===== config.mk =====
export PLATFORM = sky130hd
export DESIGN_NAME = bram_port_a_arbiter
export DESIGN_NICKNAME = d
export VERILOG_FILES = /design/src/rtl/bram_arb_pkg.sv /design/src/rtl/bram_byte_merge.sv /design/src/rtl/bram_port_a_arbiter.sv
export SDC_FILE = /design/constraint.sdc
export NUM_CORES = 1
export LEC_CHECK = 0
export BUFFER_PORTS_ARGS = -buffer_cell sky130_fd_sc_hd__buf_2
export CORE_UTILIZATION = 30
export CTS_CLUSTER_DIAMETER = 60
export DETAILED_ROUTE_END_ITERATION = 12
export HOLD_SLACK_MARGIN = 0.02
export PLACE_DENSITY = 0.52
export SLEW_MARGIN = 0
export SYNTH_ARGS = -nofsm -noshare
export SYNTH_HDL_FRONTEND = slang
export SYNTH_SLANG_ARGS = --single-unit

===== constraint.sdc =====
create_clock -name clock -period 5.5 [get_ports clock]
set_input_delay 0.275 -clock clock [delete_from_list [all_inputs] [get_ports clock]]
set_output_delay 0.275 -clock clock [all_outputs]
set_load 0.03 [all_outputs]

===== src/rtl/bram_arb_pkg.sv =====
// Shared types for the port-A arbiter: FSM states, requester id, byte-enable constant.
// Latency: n/a (declarations only).
// Backpressure: n/a.
package bram_arb_pkg;

  typedef enum logic [2:0] {
    IDLE      = 3'd0,
    RD_ADDR   = 3'd1,
    RD_DATA   = 3'd2,
    WR        = 3'd3,
    RMW_ADDR  = 3'd4,
    RMW_MERGE = 3'd5,
    RMW_WR    = 3'd6
  } state_t;

  // Requester 0 is the CPU (priority), requester 1 the DMA/loader.
  typedef logic req_id_t;

  localparam int DEF_DATA_W = 32;

  // All byte lanes enabled for the default 32-bit word.
  localparam logic [DEF_DATA_W/8-1:0] BE_FULL = '1;

endpackage


===== src/rtl/bram_byte_merge.sv =====
// Per-byte merge of new write data over the old RAM word.
// Latency: combinational.
// Backpressure: none.
module bram_byte_merge #(
  parameter int DATA_W = 32
) (
  input  logic [DATA_W/8-1:0] be_i,
  input  logic [DATA_W-1:0]   wdata_i,
  input  logic [DATA_W-1:0]   old_i,
  output logic [DATA_W-1:0]   merged_o
);

  // Enabled lanes take the new byte, the rest keep the old word's byte.
  always_comb begin
    merged_o = old_i;
    for (int i = 0; i < DATA_W/8; i++) begin
      if (be_i[i]) merged_o[i*8 +: 8] = wdata_i[i*8 +: 8];
    end
  end

endmodule


===== src/rtl/bram_port_a_arbiter.sv =====
// Two-requester arbiter for RAM port A with byte-masked writes via read-modify-write.
// Latency: ack -> rvalid 2 cycles; ack -> ram_wren 1 cycle (full write) or 3 cycles (partial).
// Backpressure: one command at a time; requests wait (req held) until the FSM is back in IDLE.
module bram_port_a_arbiter
  import bram_arb_pkg::*;
#(
  parameter int DATA_W       = 32,
  parameter int ADDR_W       = 13,
  parameter int STARVE_LIMIT = 4
) (
  input  logic                clock,
  input  logic                reset_n,
  input  logic                req0,
  input  logic                req1,
  input  logic                we0,
  input  logic                we1,
  input  logic [DATA_W/8-1:0] be0,
  input  logic [DATA_W/8-1:0] be1,
  input  logic [ADDR_W-1:0]   addr0,
  input  logic [ADDR_W-1:0]   addr1,
  input  logic [DATA_W-1:0]   wdata0,
  input  logic [DATA_W-1:0]   wdata1,
  output logic                ack0,
  output logic                ack1,
  output logic                rvalid0,
  output logic                rvalid1,
  output logic [DATA_W-1:0]   rdata,
  output logic                busy,
  output logic                ram_wren,
  output logic [ADDR_W-1:0]   ram_addr,
  output logic [DATA_W-1:0]   ram_data,
  input  logic [DATA_W-1:0]   ram_q
);

  localparam int BE_W = DATA_W/8;
  localparam int SW   = $clog2(STARVE_LIMIT + 1);
  localparam logic [BE_W-1:0] BE_ALL = '1;
  localparam logic [SW-1:0]   S_LIM  = SW'(STARVE_LIMIT);

  state_t              state_q, state_d;
  logic                ack0_q, ack0_d, ack1_q, ack1_d;
  logic                rvalid0_q, rvalid0_d, rvalid1_q, rvalid1_d;
  logic                busy_q, busy_d;
  logic                ram_wren_q, ram_wren_d;
  logic [ADDR_W-1:0]   ram_addr_q, ram_addr_d;
  logic [DATA_W-1:0]   ram_data_q, ram_data_d;
  logic [SW-1:0]       starve_q, starve_d;
  req_id_t             cmd_id_q, cmd_id_d;
  logic                cmd_we_q, cmd_we_d;
  logic [BE_W-1:0]     cmd_be_q, cmd_be_d;
  logic [DATA_W-1:0]   cmd_wdata_q, cmd_wdata_d;

  logic                grant_pending;
  logic                grant;
  logic                win1;
  logic [DATA_W-1:0]   merged;

  // The ack cycle is spent in IDLE; the command state is entered on the following edge.
  assign grant_pending = ack0_q | ack1_q;
  assign win1          = req1 & (~req0 | (starve_q == S_LIM));
  assign grant         = (state_q == IDLE) & ~grant_pending & (req0 | req1);

  bram_byte_merge #(.DATA_W(DATA_W)) u_merge (
    .be_i     (cmd_be_q),
    .wdata_i  (cmd_wdata_q),
    .old_i    (ram_q),
    .merged_o (merged)
  );

  // State register and all registered outputs / command capture.
  always_ff @(posedge clock) begin
    if (!reset_n) begin
      state_q     <= IDLE;
      ack0_q      <= 1'b0;
      ack1_q      <= 1'b0;
      rvalid0_q   <= 1'b0;
      rvalid1_q   <= 1'b0;
      busy_q      <= 1'b0;
      ram_wren_q  <= 1'b0;
      ram_addr_q  <= '0;
      ram_data_q  <= '0;
      starve_q    <= '0;
      cmd_id_q    <= 1'b0;
      cmd_we_q    <= 1'b0;
      cmd_be_q    <= '0;
      cmd_wdata_q <= '0;
    end else begin
      state_q     <= state_d;
      ack0_q      <= ack0_d;
      ack1_q      <= ack1_d;
      rvalid0_q   <= rvalid0_d;
      rvalid1_q   <= rvalid1_d;
      busy_q      <= busy_d;
      ram_wren_q  <= ram_wren_d;
      ram_addr_q  <= ram_addr_d;
      ram_data_q  <= ram_data_d;
      starve_q    <= starve_d;
      cmd_id_q    <= cmd_id_d;
      cmd_we_q    <= cmd_we_d;
      cmd_be_q    <= cmd_be_d;
      cmd_wdata_q <= cmd_wdata_d;
    end
  end

  // Next state: leave IDLE once the captured command has been acked; null writes pass through WR.
  always_comb begin
    state_d = state_q;
    unique case (state_q)
      IDLE: begin
        if (grant_pending) begin
          if (!cmd_we_q)                                 state_d = RD_ADDR;
          else if (cmd_be_q == BE_ALL || cmd_be_q == '0) state_d = WR;
          else                                           state_d = RMW_ADDR;
        end
      end
      RD_ADDR:   state_d = RD_DATA;
      RD_DATA:   state_d = IDLE;
      WR:        state_d = IDLE;
      RMW_ADDR:  state_d = RMW_MERGE;
      RMW_MERGE: state_d = RMW_WR;
      RMW_WR:    state_d = IDLE;
      default:   state_d = IDLE;
    endcase
  end

  // Outputs, arbitration and command capture, all registered from the next state.
  always_comb begin
    ack0_d      = 1'b0;
    ack1_d      = 1'b0;
    ram_addr_d  = ram_addr_q;
    ram_data_d  = ram_data_q;
    starve_d    = starve_q;
    cmd_id_d    = cmd_id_q;
    cmd_we_d    = cmd_we_q;
    cmd_be_d    = cmd_be_q;
    cmd_wdata_d = cmd_wdata_q;

    if (grant) begin
      ack0_d      = ~win1;
      ack1_d      = win1;
      cmd_id_d    = req_id_t'(win1);
      cmd_we_d    = win1 ? we1    : we0;
      cmd_be_d    = win1 ? be1    : be0;
      cmd_wdata_d = win1 ? wdata1 : wdata0;
      ram_addr_d  = win1 ? addr1  : addr0;
      if (win1)                 starve_d = '0;
      else if (starve_q != S_LIM) starve_d = starve_q + SW'(1);
    end
    // Requester 1 not waiting means nobody is being starved.
    if (!req1) starve_d = '0;

    if (state_d == WR)     ram_data_d = cmd_wdata_q;
    if (state_d == RMW_WR) ram_data_d = merged;

    ram_wren_d = ((state_d == WR) && (cmd_be_q != '0)) || (state_d == RMW_WR);
    rvalid0_d  = (state_d == RD_DATA) && (cmd_id_q == 1'b0);
    rvalid1_d  = (state_d == RD_DATA) && (cmd_id_q == 1'b1);
    busy_d     = (state_d != IDLE);
  end

  assign ack0     = ack0_q;
  assign ack1     = ack1_q;
  assign rvalid0  = rvalid0_q;
  assign rvalid1  = rvalid1_q;
  assign busy     = busy_q;
  assign ram_wren = ram_wren_q;
  assign ram_addr = ram_addr_q;
  assign ram_data = ram_data_q;
  assign rdata    = (state_q == RD_DATA) ? ram_q : '0;

endmodule


==> results.md <==
- CP Cell Sequence: or4_4 -> a211o_2 -> a21oi_4 -> buf_4 -> mux2i_1
- TNS Setup: 0 ns
- Ports: 219
- Worst rel slew slack: between 15 and 20%
- Root Buffer Master: clkbuf_16
- Gates resized, CTS repair: 0
- Slew @ Worst Pin: between 1 and 1.5 ns
- Number of global-route vias before repair: 4189
- Max FO, Critical Path: 20
- ANT cells: 0
- H-tree levels: 3
- Pre-CTS setup slack: 2.941 ns
- Placer Congestion: 0.7584
- First-pass GRT wire length: 20890 um
- Post-route worst setup slack: just under 3 ns
- # Post-CTS Setup Buffers: 0
- Critical path's slowest cell: or4_4
- RSZ-0062 raised after global routing: false
- Commonest non-fill, non-tap cell in the layout: buf_2
- Core area: 15310 sq um
- Setup Skew: 0.005093 ns
- Setup violators final: 0
- Clk buf depth: 2
- DRT antenna net count: 0
- F_max: 393.8 MHz
- Worst Path Arrival: 2.80 ns
- Overflow after GRT: 0
- Die Y: approximately 130 um
- CP Launch Type: register
- Syn. warnings: 0
- FP Rows: 45
- # fillers: 1613
- Wire per inst: 14.34 um
- Yosys top cell area share: 40.02%
- Peak VDD IR: 165.6 uV
- Hold buffer count at cts: 0
- Min-delay worst type: primary input to register
- Slew Limit Fails: 0
- Starting density of the core: 31.03%
- Crit path kind: register to register
- NumNets Final: 883
- Slowest stage delay, CP: 0.57 ns
- Tot GR Track Use: 16.44%
- Yosys cell types: 43
- Post-synth top area cell: dfxtp_1
- Post-DP HPWL: 9659 um
- Synth-to-layout area growth: 27.83%
- Num CTS Buffers: 9
- Port bufs: 218
- CTS sink cnt: 95
- Final Hold Fails: 0
- Register area: 1902 sq um
- Die outline area: 16350 sq um
- Share of cells above drive strength 1: a little over a third
- Most frequent cells in the layout: buf_2, nand2_1, dfxtp_1
- # Max-Cap Violations: 0
- Synthesis-stage register bit count: 95
- Worst skew pair latency: 0.34 ns
- P per Cell Area: 319.7 nW/um^2
- Leakage power: about 2.8 nW
- Initial antenna violation count: 1
- Syn_area_per_cell: approximately 8.4 sq um
- Critical path endpoint category: register
- Final Cycle Share: 46.17%
- Largest cells by area after synthesis: dfxtp_1, nand2_1, mux2i_1, a31oi_1, o211ai_1
- Mapped Area: 4752 sq um
- Avg Vias per Cell: 4.782
- Area of the multi-input gates: 2474 sq um
- Outcome: complete, no violations
- Post-synthesis net count: between 700 and 800
- CTS tree: yes
- Period minus WS final: 2.539 ns
- DRT iter0 DRCs: 235
- Clk slew on worst S/H paths: 0.06 ns
- Die X: 127.9 um
- Sequential-to-total area share from yosys stat: about 40%
- Routed vias: 4586
- Pin count of the biggest net entering global routing: 84
- WL final: 13750 um
- Synth Instances: about 560
- Remaining DRCs: 0
- Required @ worst endpoint: 5.76 ns
- DRT Pass-1 Iters: 4
==> worst paths after layout <==
kind	from	end	slack, ns	cells after the start
setup / recovery	cmd_be_q[0]	ram_data[14]	2.96	5
hold / removal	addr1[5]	ram_addr[5]	0.19	3
hold reg to reg	cmd_id_q	rvalid0	0.45	1
setup reg to reg	cmd_be_q[0]	ram_data[14]	2.96	5
==> critical path, delay by kind of cell, from the launching register on <==
family,cells,cell delay (ns)
buf+inv,1,0.45
simple gates,1,0.57
compound gates,2,0.87
mux,1,0.24
flops,1,0.33
==> flip-flops by register name, summed over array words and instances, names as in the netlist <==
| name | flops |
|---|---|
| rvalid1 | 1 |
| cmd_be_q | 4 |
| rvalid0 | 1 |
| cmd_we_q | 1 |
| ack1 | 1 |
| ack0 | 1 |
| ram_addr | 13 |
| state_q | 3 |
| busy | 1 |
| ram_data | 32 |
| starve_q | 3 |
| cmd_wdata_q | 32 |
| ram_wren | 1 |
| cmd_id_q | 1 |
==> routing by layer <==
layer / vias up / GRT usage, % / part of all wire, %
met5: - / 0 / 0.080
met3: 16 / 4.132 / 6.5
li1: 2346 / - / -
met4: 2 / 5.398 / 1.5
met1: 2067 / 20.16 / 45
met2: 155 / 28.07 / 47
==> power breakdown <==
part | internal (mW) | total [mW] | switching (mW)
Clock | 0.360 | 0.603 | 0.243
Sequential | 0.785 | 0.839 | 0.0548
Combinational | 0.183 | 0.499 | 0.316
==> cell usage after synthesis <==
cell type,n
clkbuf_1,27
and4bb_2,3
clkbuf_8,10
o21ai_0,46
mux2i_1,33
ha_1,2
buf_8,3
a21bo_2,1
buf_1,1
dlygate4sd1_1,2
buf_6,1
or2b_1,8
nand2b_1,6
or2_4,1
nor2b_1,2
clkbuf_2,1
nand3_1,5
a21oi_1,6
and4bb_4,1
nor4_4,1
dfxtp_1,95
clkdlybuf4s18_1,1
nor3b_1,2
o211ai_1,32
and3_1,34
inv_1,5
nand3b_1,1
or4_4,1
a211o_2,1
a21oi_4,1
nor2_1,3
buf_4,1
or2_2,1
o21a_1,2
and2_1,1
nand4_1,1
a31oi_1,50
a211oi_1,1
nand2_1,135
nor3_1,2
o21ai_1,7
or2b_2,22
buf_2,5
==> kinds of logic after synthesis <==
| logic type | after synthesis | share of synthesized area [%] |
|---|---|---|
| and+or+nand+nor | 230 | 25.36 |
| AOI/OAI and AO/OA | 147 | 19.09 |
| DFF | 95 | 40.02 |
| buffers and inverters | 57 | 8.057 |
| muxes | 33 | 6.951 |
| adders and majority gates | 2 | 0.5265 |
==> through the flow <==
stage          utilization [%]  power (mW)  hold slack, ns  cell area (sq um)  instances
2_1_floorplan                -       1.203          0.4157               4752        564
3_3_place_gp             37.84       1.348          0.4339               5794        945
3_5_place_dp             37.84       1.359          0.4348               5794        945
4_1_cts                  39.67       1.974          0.1755               6075        959
5_1_grt                  39.67       2.055          0.1865               6075        959
6_report                 39.67       1.942          0.1923               6075        959
==> cell type report <==
class	instances	share of cell area [%]
multi-input cells	412	40.72
flip-flops and latches	95	31.31
repair buffers	222	18.70
well taps	211	4.346
clock buffers	13	4.119
clock inverters	1	0.4943
inverters	5	0.3090
Note: power is estimated with default switching activity, not from simulation.
